**src/rtl/period_meter.sv**
```systemverilog
// period_meter: measures period and high time of a slow signal in clk_in cycles.
// The slow input is synchronized, edge-detected, and timed by a small FSM that
// can run single-shot or back-to-back, with a sticky timeout error flag.
module period_meter #(
    parameter int unsigned CNT_W       = 32,
    parameter int unsigned TIMEOUT     = 100000000,
    parameter int unsigned SYNC_STAGES = 2
) (
    input  logic             clk_in,
    input  logic             rst,
    input  logic             sig_in,
    input  logic             start,
    input  logic             cont,
    output logic [CNT_W-1:0] period,
    output logic [CNT_W-1:0] high_time,
    output logic             valid,
    output logic             busy,
    output logic             timeout_err
);

    typedef enum logic [1:0] {
        IDLE      = 2'd0,
        ARM       = 2'd1,
        MEAS_HIGH = 2'd2,
        MEAS_LOW  = 2'd3
    } state_t;

    // Last legal counter value; reaching it without an edge aborts the run.
    localparam logic [CNT_W-1:0] CNT_LAST = CNT_W'(TIMEOUT - 1);
    localparam logic [CNT_W-1:0] CNT_ONE  = CNT_W'(1);
    localparam logic [CNT_W-1:0] CNT_ZERO = '0;

    state_t                 state;
    state_t                 state_next;
    logic [CNT_W-1:0]       cnt;
    logic [CNT_W-1:0]       cnt_next;
    logic [CNT_W-1:0]       cnt_inc;
    logic [CNT_W-1:0]       period_next;
    logic [CNT_W-1:0]       high_time_next;
    logic                   valid_next;
    logic                   busy_next;
    logic                   timeout_err_next;

    logic [SYNC_STAGES-1:0] sync_q;
    logic                   s;
    logic                   prev;
    logic                   rise;
    logic                   fall;
    logic                   at_limit;

    assign s        = sync_q[SYNC_STAGES-1];
    assign rise     = s & ~prev;
    assign fall     = ~s & prev;
    assign cnt_inc  = cnt + CNT_ONE;
    assign at_limit = (cnt == CNT_LAST);

    // Synchronizer chain and one-cycle edge history for the async input.
    always_ff @(posedge clk_in or posedge rst) begin
        if (rst) begin
            sync_q <= '0;
            prev   <= 1'b0;
        end else begin
            sync_q <= {sync_q[SYNC_STAGES-2:0], sig_in};
            prev   <= s;
        end
    end

    // State, counter and registered result outputs.
    always_ff @(posedge clk_in or posedge rst) begin
        if (rst) begin
            state       <= IDLE;
            cnt         <= CNT_ZERO;
            period      <= CNT_ZERO;
            high_time   <= CNT_ZERO;
            valid       <= 1'b0;
            busy        <= 1'b0;
            timeout_err <= 1'b0;
        end else begin
            state       <= state_next;
            cnt         <= cnt_next;
            period      <= period_next;
            high_time   <= high_time_next;
            valid       <= valid_next;
            busy        <= busy_next;
            timeout_err <= timeout_err_next;
        end
    end

    // Next-state logic; edges take priority over the timeout in the same cycle.
    always_comb begin
        state_next       = state;
        cnt_next         = cnt;
        period_next      = period;
        high_time_next   = high_time;
        valid_next       = 1'b0;
        timeout_err_next = timeout_err;

        case (state)
            IDLE: begin
                if (start) begin
                    state_next       = ARM;
                    cnt_next         = CNT_ZERO;
                    timeout_err_next = 1'b0;
                end
            end
            ARM: begin
                cnt_next = cnt_inc;
                if (rise) begin
                    state_next = MEAS_HIGH;
                    cnt_next   = CNT_ONE;
                end else if (at_limit) begin
                    state_next       = IDLE;
                    cnt_next         = cnt;
                    timeout_err_next = 1'b1;
                end
            end
            MEAS_HIGH: begin
                cnt_next = cnt_inc;
                if (fall) begin
                    state_next     = MEAS_LOW;
                    high_time_next = cnt;
                end else if (at_limit) begin
                    state_next       = IDLE;
                    cnt_next         = cnt;
                    timeout_err_next = 1'b1;
                end
            end
            MEAS_LOW: begin
                cnt_next = cnt_inc;
                if (rise) begin
                    period_next = cnt;
                    valid_next  = 1'b1;
                    if (cont) begin
                        // Closing rise opens the next period.
                        state_next = MEAS_HIGH;
                        cnt_next   = CNT_ONE;
                    end else begin
                        state_next = IDLE;
                        cnt_next   = cnt;
                    end
                end else if (at_limit) begin
                    state_next       = IDLE;
                    cnt_next         = cnt;
                    timeout_err_next = 1'b1;
                end
            end
            default: begin
                state_next = IDLE;
            end
        endcase

        busy_next = (state_next != IDLE);
    end

endmodule

```
**config.mk**
```make
export PLATFORM = sky130hd
export DESIGN_NAME = period_meter
export DESIGN_NICKNAME = d
export VERILOG_FILES = /design/src/rtl/period_meter.sv
export SDC_FILE = /design/constraint.sdc
export NUM_CORES = 1
export LEC_CHECK = 0
export BUFFER_PORTS_ARGS = -buffer_cell sky130_fd_sc_hd__buf_2
export CAP_MARGIN = 20
export CORE_MARGIN = 4
export CORE_UTILIZATION = 40
export CTS_BUF_LIST = sky130_fd_sc_hd__clkbuf_2
export CTS_CLUSTER_SIZE = 10
export DETAILED_ROUTE_END_ITERATION = 8
export PLACE_DENSITY = 0.58
export SLEW_MARGIN = 25
export SYNTH_ARGS = -nofsm -noshare
export SYNTH_HDL_FRONTEND = slang
export SYNTH_SLANG_ARGS = --single-unit
```
**constraint.sdc**
```tcl
create_clock -name clk_in -period 5.2 [get_ports clk_in]
set_clock_uncertainty 0.2 [all_clocks]
set_input_delay 1.04 -clock clk_in [delete_from_list [all_inputs] [get_ports clk_in]]
set_output_delay 1.04 -clock clk_in [all_outputs]
set_load 0.02 [all_outputs]
```
[After elaboration in Yosys (flattened, before gate mapping)]
Cells that the tools add are included.
Storage, ports and cells
  flip-flop bits (word level): 104
  output and inout bits: 67
Cells by class
  reductions and logical operators: 7
  bitwise logic cells: 4
  add/sub/neg operators: 1
  equal/unequal tests: 8
  muxes and demuxes: 21
Operators by type and width (number)
  32-bit two-way mux: 6
  32-bit case mux with 4 select lines: 1
  32-bit by 1-bit adder with 32-bit output, second input constant: 1
  32-bit by 27-bit == test with 1-bit output, second input constant: 1
  2-bit two-way mux: 6
  2-bit case mux with 4 select lines: 1
  1-bit two-way mux: 6
  2-bit inequality test, second input constant: 3
  2-bit AND reduction: 3
  2-bit == test, second input constant: 2
  3-bit inequality test, second input constant: 1
  1-bit case mux with 3 select lines: 1
  3-bit AND reduction: 1
  1-bit AND: 2
  2-bit by 1-bit == test with 1-bit output, second input constant: 1
  2-bit zero test: 1
  1-bit NOT: 2
  2-bit nonzero test: 1
  2-bit OR reduction: 1

[Depth between registers and ports, before layout]
  word-level depth: 5
  mapped depth: 7
  gate-level depth less buffers: 6

[Least setup slack after synthesis]
Ideal clock, no wire load.
  kind: input -> register
  start point: input port cont
  end point: register cnt[31]
  data required time: 4923 ps
  path slack: 2397 ps
  cell stages on the path: 5
  arrival time: 2526 ps
  cells stage by stage: nand2b_1 -> o21ai_1 -> or4_1 -> or4_1 -> a21oi_1
On the way
  longest elaborated chain between the ends: 2
RTL lines
  start: declaration: line 13  | input logic cont,
  3-bit inequality test (no source line)
  2-bit AND reduction (no source line)
  end signal: assignment: line 80  | cnt <= cnt_next;
  end: declaration: line 35  | logic [CNT_W-1:0] cnt;
Every way passes these cells.
A chain may end at the register's enable or synchronous reset.

[Worst setup path in the final report]
  start point: register cnt[0]
  end point: register cnt[31]
On the way
  longest elaborated chain between the ends: 4
RTL lines
  32-bit by 1-bit adder with 32-bit output or 32-bit by 27-bit == test with 1-bit output (tied branches): line 54, 55
  32-bit two-way mux: line 111, 122, 141
  32-bit two-way mux, on equally long branches: line 130, 108, 119
  32-bit case mux with 4 select lines *: line 98  | case (state)
Mark *: on every way between the ends. The rest lies on a longest branch, timed or not.

==> flow_summary.toml <==
[route]
postRouteAntennaNets = 0
drc = 0
routedWlPerCell_um = 16.9
dr.first_iter.drc_count = 209
wirelength_mm = 11.2
detailroute.via_count = 3531
first_pass_iters = 5
vias_per_cell = 5.35

[status]
outcome = "completed"

[setup_path]
cpMostUsedCell = "or4_1"
end_kind = "register"
critPathKind = "register to register"
path_max_fanout = 12
reg2reg_depth = 4
cpPeakStageDelay_ps = 720
critPathArrivalTime_ps = 3050
startpoint_type = "register"
crit_slowest_cell = "or4_1"
crit_chain = "nand4_1 -> or4_1 -> or4_1 -> a21oi_1"
cp.required_ps = 5520

[cts]
ctsRootBufferMaster = "clkbuf_2"
clk_latency_ps = 580
postCtsHoldBufs = 0
cts_tree = "done"
max-clock-path-buffers = 2
cts.sinks = 104
htree_levels = 3
cts_buffers = 9
cts_setup_buffers = 0
clk_pin_slew_worst_paths_ps = 280
cts_resized = 0

[yosys]
synth_nets = 457
synthFlopType = "dfrtp_1"
synth_top_family_by_area = "simple AND/OR/NAND/NOR gates"
synthSimpleGateAreaFrac_pct = 22.8
synthDistinctLibCells = 56
synth_xor_area_share_pct = 2.80
synth_edf_count = 0
synthMuxAreaShare_pct = 8.17
synth_fa_ha_area_share_pct = 0.267
synthCells = 451
synth_compound_area_share_pct = 6.92
ys_seq_elements = 104
synth_seq_area_share_pct = 55.5
yosys_warnings = 0
async_flop_share_pct = 100
synth_area_sq_um = 4690
synth.avg_cell_area_sq_um = 10.4

[layout]
area_growth_pct = 12.1
layout_common_cells = "nand2_1 (106), dfrtp_1 (104), buf_2 (71), mux2_2 (34), nor2_1 (30)"
post-route-util_pct = 46.0
drive_gt1_share_pct = 27.3
finalNetCount = 518
final_common_cell = "nand2_1"
n_antenna_cell = 0
stdcell_area_sq_um = 5250

[sta]
relSlewSlack_pct = 37.5
fin_tns_setup_ps = 0
max_freq_mhz = 366
rsz0062_at_grt = "false"
slew_viol_final = 0
hold_viol = 0
finalSetupViolCount = 0
period_minus_slack_ps = 2730
worstMarginPinSlew_ps = 936
whs_ps = 188
finalCritPeriodShare_pct = 52.5

[floorplan]
die_area_sq_um = 13500
num_rows = 39
die_x_um = 116
pin_count = 72
die_h_um = 116
core_area_sq_um = 11400
start_util_pct = 41.0

[power]
power_density_nw_per_um2 = 392
leakage_nw = 2.69
irDropWorstVdd_mv = 0.175

[flow_run]
cap_violations = 0

[place]
place.gp.congestion = 0.863
placedInstanceArea_sq_um = 5130
dp_hpwl_mm = 7.50
port_buffers = 71

[grt]
track_usage_pct = 17.5
first_global_vias = 3616
grt_max_degree = 74
antenna_found_initial = 0
grt.overflow.total = 0
grt_pass1_wl_mm = 18.5

[worst_hold_path]
min_path_cells = 0
hp-class = "register to register"
==> synthesized netlist by cell type, types with 6 or more instances <==
cell	count	area, sq um
o21ai_0	10	50.1
nor3_1	12	60.1
xnor2_1	13	114
nand4_1	8	50.1
nand2_1	106	398
nor4_1	10	62.6
nand3_1	14	70.1
a21oi_1	6	30.0
mux2_2	34	383
inv_1	8	30.0
clkbuf_1	18	67.6
and3_1	8	50.1
nor2_1	30	113
dfrtp_1	104	2600
a31oi_1	6	37.5
==> final timing paths <==
kind | from | endpoint | slack, ps
min reg2reg | sync_q[0]$_DFF_PP0_ | sync_q[1]$_DFF_PP0_ | 190
max in group asynchronous | rst | high_time[20]$_DFFE_PP0P_ | 3420
min in group asynchronous | rst | cnt[13]$_DFFE_PP0P_ | 410
min | sync_q[0]$_DFF_PP0_ | sync_q[1]$_DFF_PP0_ | 190
max | cnt[0]$_DFFE_PP0P_ | cnt[31]$_DFFE_PP0P_ | 2470
max reg2reg | cnt[0]$_DFFE_PP0P_ | cnt[31]$_DFFE_PP0P_ | 2470
==> per-layer routing <==
layer  part of all wire [%]  routed length [um]  up-vias  GRT usage, %
li1                       -                   -     1703             -
met1                     48                5370     1725          25.5
met2                     45                5070       89          25.7
met3                    5.1                 567       14          3.68
met4                    1.5                 165        0          6.88
met5                      0                   0        -             0
==> where the power goes <==
part	switching [mW]	internal, mW	total, mW
Combinational	0.408	0.221	0.629
Sequential	0.113	0.944	1.06
Clock	0.263	0.107	0.371
==> cell families after synthesis <==
kind of cell             after synthesis
adder cells (fa/ha/maj)                1
AO/OA/AOI/OAI                         47
XOR/XNOR                              15
multiplexers                          34
buffers and inverters                 34
flip-flops                           104
AND/OR/NAND/NOR                      216
==> stage by stage <==
step / setup slack [ps] / instances / power [mW]
4_1_cts: 2460 / 659 / 2.09
2_1_floorplan: 1230 / 451 / 1.49
3_5_place_dp: 2070 / 643 / 1.71
5_1_grt: 2270 / 660 / 2.20
3_3_place_gp: 2130 / 643 / 1.70
6_report: 2470 / 660 / 2.06
==> worst max-delay path, delay by kind of cell, from the launching register on <==
family	cells	cell delay [ps]
flops	1	560
compound gates	1	160
simple gates	3	1770
==> layout make-up <==
cell class              count  area (sq um)
fillers                  1136          6170
flip-flops and latches    104          2600
multi-input cells         313          1930
repair buffers             76           397
well taps                 143           179
clock inverters             7          62.6
clock buffers               9          45.0
inverters                   8          32.5
==> sequential cells by signal, summed over array words and instances (netlist names) <==
signal and count:
period 32, prev 1, high_time 32, busy 1
sync_q 2, state 2, valid 1, timeout_err 1
cnt 32
No activity file was read; power rests on OpenSTA's default activity.
